## src/rtl/cv_lbarb_pkg.sv

```systemverilog
// Shared constants and types for the line-buffer port arbiter: owner codes,
// linebuf port geometry, FSM state encoding and the bundled port type.
package cv_lbarb_pkg;

    localparam int unsigned LB_AW = 10;
    localparam int unsigned LB_DW = 64;
    localparam int unsigned LB_NB = 4;

    typedef enum logic [1:0] {
        OWN_NONE = 2'b00,
        OWN_BG   = 2'b01,
        OWN_SP   = 2'b10
    } owner_e;

    typedef enum logic [1:0] {
        ST_IDLE,
        ST_OWN_BG,
        ST_OWN_SP,
        ST_DRAIN
    } state_e;

    typedef struct packed {
        logic [LB_NB-1:0][LB_AW-1:0] rdaddr;
        logic                        ren;
        logic [LB_NB-1:0][LB_AW-1:0] wraddr;
        logic [LB_NB-1:0]            wen;
        logic [LB_DW-1:0]            wrdata;
    } lb_port_t;

    function automatic logic port_active(input lb_port_t p);
        return p.ren | (|p.wen);
    endfunction

endpackage

```

## src/rtl/cv_lbarb_mux.sv

```systemverilog
// Combinational linebuf port select; during drain the read side is held off
// while writes from the releasing owner still pass through.
module cv_lbarb_mux
    import cv_lbarb_pkg::*;
(
    input  owner_e   sel,
    input  logic     rd_off,
    input  lb_port_t bg_port,
    input  lb_port_t sp_port,
    output lb_port_t lb_port
);

    always_comb begin
        lb_port = '0;
        case (sel)
            OWN_BG:  lb_port = bg_port;
            OWN_SP:  lb_port = sp_port;
            default: lb_port = '0;
        endcase
        if (rd_off) begin
            lb_port.ren    = 1'b0;
            lb_port.rdaddr = '0;
        end
    end

endmodule

```

## src/rtl/cv_lbarb.sv

```systemverilog
// Line-buffer port arbiter: round-robin BG/SP ownership of the linebuf
// read-modify-write port with a post-release drain window.
module cv_lbarb
    import cv_lbarb_pkg::*;
#(
    parameter int unsigned DRAIN_CYC = 3  // 1..15
) (
    input  logic             clk,
    input  logic             reset_n,
    input  logic             line_start,
    input  logic             bg_req,
    input  logic             sp_req,
    output logic             bg_gnt,
    output logic             sp_gnt,
    input  logic [LB_AW-1:0] bg_rdaddr0,
    input  logic [LB_AW-1:0] bg_rdaddr1,
    input  logic [LB_AW-1:0] bg_rdaddr2,
    input  logic [LB_AW-1:0] bg_rdaddr3,
    input  logic [LB_AW-1:0] sp_rdaddr0,
    input  logic [LB_AW-1:0] sp_rdaddr1,
    input  logic [LB_AW-1:0] sp_rdaddr2,
    input  logic [LB_AW-1:0] sp_rdaddr3,
    input  logic             bg_ren,
    input  logic             sp_ren,
    input  logic [LB_AW-1:0] bg_wraddr0,
    input  logic [LB_AW-1:0] bg_wraddr1,
    input  logic [LB_AW-1:0] bg_wraddr2,
    input  logic [LB_AW-1:0] bg_wraddr3,
    input  logic [LB_AW-1:0] sp_wraddr0,
    input  logic [LB_AW-1:0] sp_wraddr1,
    input  logic [LB_AW-1:0] sp_wraddr2,
    input  logic [LB_AW-1:0] sp_wraddr3,
    input  logic             bg_wen0,
    input  logic             bg_wen1,
    input  logic             bg_wen2,
    input  logic             bg_wen3,
    input  logic             sp_wen0,
    input  logic             sp_wen1,
    input  logic             sp_wen2,
    input  logic             sp_wen3,
    input  logic [LB_DW-1:0] bg_wrdata,
    input  logic [LB_DW-1:0] sp_wrdata,
    output logic [LB_AW-1:0] l_rdaddr0,
    output logic [LB_AW-1:0] l_rdaddr1,
    output logic [LB_AW-1:0] l_rdaddr2,
    output logic [LB_AW-1:0] l_rdaddr3,
    output logic             l_ren,
    output logic [LB_AW-1:0] l_wraddr0,
    output logic [LB_AW-1:0] l_wraddr1,
    output logic [LB_AW-1:0] l_wraddr2,
    output logic [LB_AW-1:0] l_wraddr3,
    output logic             l_wen0,
    output logic             l_wen1,
    output logic             l_wen2,
    output logic             l_wen3,
    output logic [LB_DW-1:0] l_wrdata,
    output logic [1:0]       owner,
    output logic             busy,
    output logic             err,
    input  logic             clr_err,
    output logic [15:0]      wait_cnt
);

    localparam logic [3:0] DRAIN_LOAD = 4'(DRAIN_CYC - 1);

    state_e      state_q, state_d;
    owner_e      owner_q, owner_d;
    logic [3:0]  drain_q, drain_d;
    logic        last_sp_q, last_sp_d;
    logic        bg_gnt_q, bg_gnt_d;
    logic        sp_gnt_q, sp_gnt_d;
    logic        err_q, err_d;
    logic [15:0] wait_cnt_q, wait_cnt_d;

    lb_port_t bg_port, sp_port, lb_port;
    logic     arb_en, bg_first, pick_bg, pick_sp;
    logic     bg_act, sp_act, proto_err, wait_now;

    always_comb begin
        bg_port.rdaddr = {bg_rdaddr3, bg_rdaddr2, bg_rdaddr1, bg_rdaddr0};
        bg_port.ren    = bg_ren;
        bg_port.wraddr = {bg_wraddr3, bg_wraddr2, bg_wraddr1, bg_wraddr0};
        bg_port.wen    = {bg_wen3, bg_wen2, bg_wen1, bg_wen0};
        bg_port.wrdata = bg_wrdata;
        sp_port.rdaddr = {sp_rdaddr3, sp_rdaddr2, sp_rdaddr1, sp_rdaddr0};
        sp_port.ren    = sp_ren;
        sp_port.wraddr = {sp_wraddr3, sp_wraddr2, sp_wraddr1, sp_wraddr0};
        sp_port.wen    = {sp_wen3, sp_wen2, sp_wen1, sp_wen0};
        sp_port.wrdata = sp_wrdata;
    end

    // The last drain cycle arbitrates like IDLE, so the earliest new grant
    // lands DRAIN_CYC+1 edges after the release edge.
    always_comb begin
        state_d   = state_q;
        owner_d   = owner_q;
        drain_d   = drain_q;
        bg_gnt_d  = bg_gnt_q;
        sp_gnt_d  = sp_gnt_q;
        bg_first  = last_sp_q | line_start;
        last_sp_d = last_sp_q | line_start;
        arb_en    = 1'b0;
        pick_bg   = 1'b0;
        pick_sp   = 1'b0;

        case (state_q)
            ST_IDLE: arb_en = 1'b1;
            ST_OWN_BG: begin
                if (!bg_req) begin
                    state_d  = ST_DRAIN;
                    bg_gnt_d = 1'b0;
                    drain_d  = DRAIN_LOAD;
                end
            end
            ST_OWN_SP: begin
                if (!sp_req) begin
                    state_d  = ST_DRAIN;
                    sp_gnt_d = 1'b0;
                    drain_d  = DRAIN_LOAD;
                end
            end
            ST_DRAIN: begin
                if (drain_q == '0) arb_en = 1'b1;
                else               drain_d = drain_q - 4'd1;
            end
            default: state_d = ST_IDLE;
        endcase

        if (arb_en) begin
            pick_bg = bg_req & (~sp_req | bg_first);
            pick_sp = sp_req & ~pick_bg;
            state_d = ST_IDLE;
            owner_d = OWN_NONE;
            if (pick_bg) begin
                state_d   = ST_OWN_BG;
                owner_d   = OWN_BG;
                bg_gnt_d  = 1'b1;
                last_sp_d = 1'b0;
            end else if (pick_sp) begin
                state_d   = ST_OWN_SP;
                owner_d   = OWN_SP;
                sp_gnt_d  = 1'b1;
                last_sp_d = 1'b1;
            end
        end
    end

    // Drain tolerates the releasing owner's writes but not its reads.
    always_comb begin
        bg_act    = port_active(bg_port);
        sp_act    = port_active(sp_port);
        proto_err = 1'b0;
        case (state_q)
            ST_IDLE:   proto_err = bg_act | sp_act;
            ST_OWN_BG: proto_err = sp_act;
            ST_OWN_SP: proto_err = bg_act;
            default:   proto_err = (owner_q == OWN_BG) ? (sp_act | bg_ren)
                                                        : (bg_act | sp_ren);
        endcase
        err_d = proto_err | (err_q & ~clr_err);

        wait_now = (bg_req & ~bg_gnt_q) | (sp_req & ~sp_gnt_q);
        if (line_start)
            wait_cnt_d = {15'd0, wait_now};
        else if (wait_now && wait_cnt_q != '1)
            wait_cnt_d = wait_cnt_q + 16'd1;
        else
            wait_cnt_d = wait_cnt_q;
    end

    always_ff @(posedge clk or negedge reset_n) begin
        if (!reset_n) begin
            state_q    <= ST_IDLE;
            owner_q    <= OWN_NONE;
            drain_q    <= '0;
            last_sp_q  <= 1'b1;
            bg_gnt_q   <= 1'b0;
            sp_gnt_q   <= 1'b0;
            err_q      <= 1'b0;
            wait_cnt_q <= '0;
        end else begin
            state_q    <= state_d;
            owner_q    <= owner_d;
            drain_q    <= drain_d;
            last_sp_q  <= last_sp_d;
            bg_gnt_q   <= bg_gnt_d;
            sp_gnt_q   <= sp_gnt_d;
            err_q      <= err_d;
            wait_cnt_q <= wait_cnt_d;
        end
    end

    cv_lbarb_mux u_mux (
        .sel     (owner_q),
        .rd_off  (state_q == ST_DRAIN),
        .bg_port (bg_port),
        .sp_port (sp_port),
        .lb_port (lb_port)
    );

    assign bg_gnt    = bg_gnt_q;
    assign sp_gnt    = sp_gnt_q;
    assign owner     = owner_q;
    assign busy      = (state_q != ST_IDLE);
    assign err       = err_q;
    assign wait_cnt  = wait_cnt_q;

    assign l_rdaddr0 = lb_port.rdaddr[0];
    assign l_rdaddr1 = lb_port.rdaddr[1];
    assign l_rdaddr2 = lb_port.rdaddr[2];
    assign l_rdaddr3 = lb_port.rdaddr[3];
    assign l_ren     = lb_port.ren;
    assign l_wraddr0 = lb_port.wraddr[0];
    assign l_wraddr1 = lb_port.wraddr[1];
    assign l_wraddr2 = lb_port.wraddr[2];
    assign l_wraddr3 = lb_port.wraddr[3];
    assign l_wen0    = lb_port.wen[0];
    assign l_wen1    = lb_port.wen[1];
    assign l_wen2    = lb_port.wen[2];
    assign l_wen3    = lb_port.wen[3];
    assign l_wrdata  = lb_port.wrdata;

endmodule

```

## config.mk

```make
export PLATFORM = sky130hd
export DESIGN_NAME = cv_lbarb
export DESIGN_NICKNAME = d
export VERILOG_FILES = /design/src/rtl/cv_lbarb_pkg.sv /design/src/rtl/cv_lbarb_mux.sv /design/src/rtl/cv_lbarb.sv
export SDC_FILE = /design/constraint.sdc
export NUM_CORES = 1
export LEC_CHECK = 0
export CELL_PAD_IN_SITES_DETAIL_PLACEMENT = 1
export CELL_PAD_IN_SITES_GLOBAL_PLACEMENT = 1
export CORE_AREA = 2 2 182 184
export DETAILED_ROUTE_END_ITERATION = 6
export DIE_AREA = 0 0 184 186
export PLACE_DENSITY = 0.72
export SLEW_MARGIN = 0
export SYNTH_ARGS = -nofsm -noshare
export SYNTH_HDL_FRONTEND = slang
export SYNTH_SLANG_ARGS = --single-unit
```

## constraint.sdc

```tcl
create_clock -name clk -period 2.8 [get_ports clk]
set_clock_uncertainty 0.15 [all_clocks]
set_input_delay 0.42 -clock clk [delete_from_list [all_inputs] [get_ports clk]]
set_output_delay 0.42 -clock clk [all_outputs]
set_load 0.02 [all_outputs]
```

# ---- Word-level counts from Yosys, hierarchy flattened
# Cells that the tools add are included.
# W data, S select, Z words.
dict set report classes {
  n_eq_ne 11
  addsub 2
  reduce_logical 11
  n_bitwise 19
  n_mux 30
}
# op n
set op_table {}
lappend op_table {{$pmux W149 S2} 1}
lappend op_table {{$mux W41} 1}
lappend op_table {{$mux W16} 2}
lappend op_table {{$add A16 B1 Y16 const B} 1}
lappend op_table {{$ne A16 B16 Y1 const B} 1}
lappend op_table {{$mux W1} 14}
lappend op_table {{$mux W4} 3}
lappend op_table {{$pmux W4 S3} 1}
lappend op_table {{$mux W2} 5}
lappend op_table {{$or A1 B1 Y1} 9}
lappend op_table {{$reduce_or A4 Y1} 2}
lappend op_table {{$eq A2 B2 Y1 const B} 3}
lappend op_table {{$ne A2 B2 Y1 const B} 3}
lappend op_table {{$ne A3 B3 Y1 const B} 2}
lappend op_table {{$reduce_bool A3 Y1} 2}
lappend op_table {{$and A1 B1 Y1} 5}
lappend op_table {{$not A1 Y1} 5}
lappend op_table {{$eq A2 B1 Y1 const B} 2}
lappend op_table {{$logic_not A4 Y1} 1}
lappend op_table {{$pmux W2 S2} 1}
lappend op_table {{$reduce_and A4 Y1} 1}
lappend op_table {{$reduce_bool A2 Y1} 2}
lappend op_table {{$sub A4 B1 Y4 const B} 1}
lappend op_table {{$pmux W1 S3} 1}
lappend op_table {{4 further kinds} 4}
dict set report word_totals {
  register_bits 28
  in_bits 304
}

# ---- Longest topological paths before layout
dict set report logic_depth {
  ltp_word 8
  depth_mapped 7
  mapped_depth_nobuf 6
}

# ---- Hierarchy
# From an unflattened synthesis, not the netlist that was laid out.
dict set report hier_totals {
  cells_unflattened 528
  area_unflattened_um2 3713.6
}
# mod area_each_um2 instances seq_area_each_um2 cells_per_inst
set modules_own_cells {}
lappend modules_own_cells {cv_lbarb_mux 2014.4 1 0.0 354}
lappend modules_own_cells {cv_lbarb 1699.1 1 701.9 174}

# ---- Least setup slack after synthesis
# Ideal clock, no wire load.
dict set report synth_path {
  path_type {register to output}
  start {reg owner_q[0], in the netlist owner[0]}
  end {out l_rdaddr0[0]}
  arrival_ns 1.923
  t_required_ns 2.230
  path_buffers 3
  stages_incl_launch_ff 8
  path_slack_ns 0.307
  cell_sequence {dfrtp_1 inv_1 ha_1 clkbuf_1 or2_2 clkbuf_1 clkbuf_1 nor2_1}
}
dict set report synth_between {
  elab_chain_cells 3
}
# element line_no
set synth_lines {}
lappend synth_lines {{start, declared} cv_lbarb.sv:67} ;# owner_e owner_q, owner_d;
lappend synth_lines {{start signal, assigned} cv_lbarb.sv:183} ;# owner_q <= owner_d;
lappend synth_lines {{$eq A2 B2 Y1 or $eq A2 B1 Y1 (tied branches)} cv_lbarb_mux.sv:15} ;# case (sel)
lappend synth_lines {{$pmux W149 S2 *} cv_lbarb_mux.sv:15}
lappend synth_lines {{$mux W41 *} cv_lbarb_mux.sv:20} ;# if (rd_off) begin
lappend synth_lines {{end, declared} cv_lbarb.sv:43} ;# output logic [LB_AW-1:0] l_rdaddr0,
# Mark *: on every way between the ends. The rest lies on a longest branch, timed or not.

# ---- Worst setup path in the final report
dict set report layout_path {
  start {reg owner_q[0], in the netlist owner[0]}
  end {out l_wrdata[4]}
}
dict set report layout_between {
  elab_chain_cells 2
}
# element line_no
set layout_lines {}
lappend layout_lines {{$eq A2 B2 Y1 or $eq A2 B1 Y1 (tied branches)} cv_lbarb_mux.sv:15}
lappend layout_lines {{$pmux W149 S2 *} cv_lbarb_mux.sv:15}
lappend layout_lines {{end, declared} cv_lbarb.sv:56} ;# output logic [LB_DW-1:0] l_wrdata,
# Marked as above.

==> reports/qor.txt <==
status = complete, no violations
setup slack, reg-to-reg = 0.51 ns
via/cell ratio = 4.433
RSZ-0062 raised after global routing = yes
CP endpoint kind = output pin
Switching Share = 52.91%
#FFs+latches synth = 28
Hold WC Path Type = primary input to async pin
Critical Path Fanout Max = 108
power density cells = 790.1 nW/um2
ys async rst share = 100.0%
Worst-Margin Slew = 0.6391 ns
total CTS buffers = 3
NetSw = 3896 uW
Crit Path Class = flop to output pin
CP bufs+invs = 3
hold slack = 0.3980 ns
Netlist cell types = 41
CTS tree = yes
maximum capacitance violations = 0
share of layout cells above drive strength 1 = 5.460%
ANT nets after route = 0
final setup vio count = 0
fill cell count = 3,834
FMAX = 0.3582 GHz
Inst Count DP = 1,389
final core utilization = 28.94%
Area after DPL = 8987 um2
TritonCTS Sinks = 28
DRC = 0
synth cell count leaders = nor2_1, a22oi_1, clkbuf_1, dfrtp_1, a21oi_1
htree depth = 1
FF-to-FF End = wait_cnt[2]
Core Rows = 66
top-count cell post-synth = nor2_1
synth top area cells = a22oi_1, dfrtp_1, nor2_1
initial drt markers = 234
Clock Latency Late Sink = 0.26 ns
slowest stage cell on the critical path = clkdlybuf4s50_1
Layout Cells excl Fill = 1,398
CTS Hold Bufs = 0
vias in the first global route = 6,335
clock power share = 4.5%
Yosys warning count = 0
WL/cell = 20.59 um
vias = 6,198
grt total ovfl = 0
P_int = 3468 uW
global-route wire length before repair = 39.59 mm
shortest period the worst path allows = 2.792 ns
die area = 34,220 um2
Max Slew Vio Count = 0
drt first pass iters = 4
FF-to-FF Start = wait_cnt[0]
placeable core area = 32,210 um2
Flop pwr share = 8.0%
Worst Path Required = 2.23 ns
ys flop type = dfrtp_1
EDFF count, synth = 0
crit share post-route = 99.71%
Post-Synthesis Cells = 534
CTS clock-pin slew for the worst setup and hold paths = 0.07 ns
Max stage delay on crit path = 0.63 ns
Seq/Total Area, Yosys = 19.63%
Yosys top cell area share = 31.49%
Chip Width = 184 um
total track usage = 15.08%
final layout net count = 1,303
gp weighted congestion = 0.7654
CP startpoint = owner[0]
detailed placement HPWL = 23.51 mm
num ports = 475
initial antenna violation count = 7
Max VDD drop = 751.3 uV
Crit path max-delay family = buffers and inverters
worst reg-to-reg path cell count = 5
Arr. time, crit path = 2.22 ns
port bufs = 474
Starting Density = 11.10%
Mapped Area = 3576 um2
Finished Cell Area = 9320 um2
Final Hold Viols = 0
Leak = 0.004946 uW
Root Driver = clkbuf_16
Post-Syn Nets = 847
area grow syn2layout = 160.6%
Routed WL = 28.79 mm
worst path cell trace = inv_1 > ha_4 > buf_12 > nor2_1 > clkdlybuf4s50_1
Post-Syn Area per Cell = 6.696 um2
Rel. slew slack = 57.40%
clock buffer depth = 2
Yosys top cell by area = a22oi_1
Die Y = 186 um
largest net degree at the start of global routing = 109
combinational power share = 87.5%
crit start category = flop
==> stage by stage <==
stage	power, uW	worst slack (ns)	setup TNS, ns
final	7364	0.008189	0
after CTS	7575	0.008947	0
after floorplan	3834	0.3074	0
after global placement	7047	0.04855	0
after detailed placement	7138	0.01612	0
after global routing	7889	-0.03343	-0.1680
==> routing by layer <==
layer	global-route usage [%]	wire, um	up-vias
li1	-	-	2898
met1	18.66	11540	2981
met2	26.96	14380	265
met3	3.678	2317	40
met4	2.176	450	14
met5	0	91	-
==> worst max-delay path by stage <==
stage,to,slack [ns],depth (start not counted)
2_1_floorplan,l_rdaddr0[0],0.31,7
3_3_place_gp,l_wrdata[32],0.05,6
3_5_place_dp,l_wraddr3[9],0.02,6
4_1_cts,l_wrdata[34],0.009,6
5_1_grt,l_wrdata[15],-0.03,5
6_report,l_wrdata[4],0.008,5
==> cell type report <==
class                      count  area [um2]  area share (%)
clock buffer                   4       78.83          0.8458
multi-input combinational    438        2643           28.35
antenna                        1       2.502         0.02685
tap                          408       510.5           5.477
sequential                    28       701.9           7.531
timing repair buffer         505        5331           57.20
inverter                      14       52.55          0.5638
==> registers in the layout, summed over array words and instances, names as in the netlist <==
name / flops
bg_gnt: 1
drain_q: 4
err: 1
last_sp_q: 1
owner: 2
sp_gnt: 1
state_q: 2
wait_cnt: 16
==> power groups by stage <==
stage	logic, uW	clock network, uW	registers (uW)
after floorplan	3210	0	628
after global placement	6450	0	593
after detailed placement	6540	0	599
after CTS	6640	343	592
after global routing	6930	357	604
final	6440	331	591
==> cell usage in the layout, fill, tap and decap left out, types with 2 or more instances in the layout <==
cell / n
o21ai_0: 11
nand3_1: 11
dlymetal6s2s_1: 89
nand2b_1: 5
nand4_2: 2
o41ai_1: 2
mux2_2: 5
clkdlybuf4s50_1: 344
nor3_1: 6
nor4_1: 4
clkbuf_16: 3
ha_4: 2
o31ai_1: 6
a22oi_1: 150
buf_12: 13
nand2_1: 9
nor2_1: 163
buf_4: 22
a21oi_1: 19
inv_1: 14
dlygate4sd2_1: 35
ha_1: 7
or3_1: 3
a31oi_1: 2
a211o_1: 2
nor2b_1: 5
dfrtp_1: 27
or4_1: 8
==> logic make-up after synthesis <==
family / Yosys count / synth area share [%]
buffers and inverters: 68 / 7.243
and+or+nand+nor: 224 / 28.03
DFF: 28 / 19.63
muxes: 6 / 1.854
adders and majority gates: 9 / 3.149
AOI/OAI and AO/OA: 199 / 40.10
==> repair_timing <==
item                       in CTS  in global routing
buffers inserted                4                  0
resized for setup              36                 90
pin swaps                       1                  0
setup endpoints to repair     143                 96
gates cloned                    0                  0
Note: power is estimated with default switching activity, not from simulation.
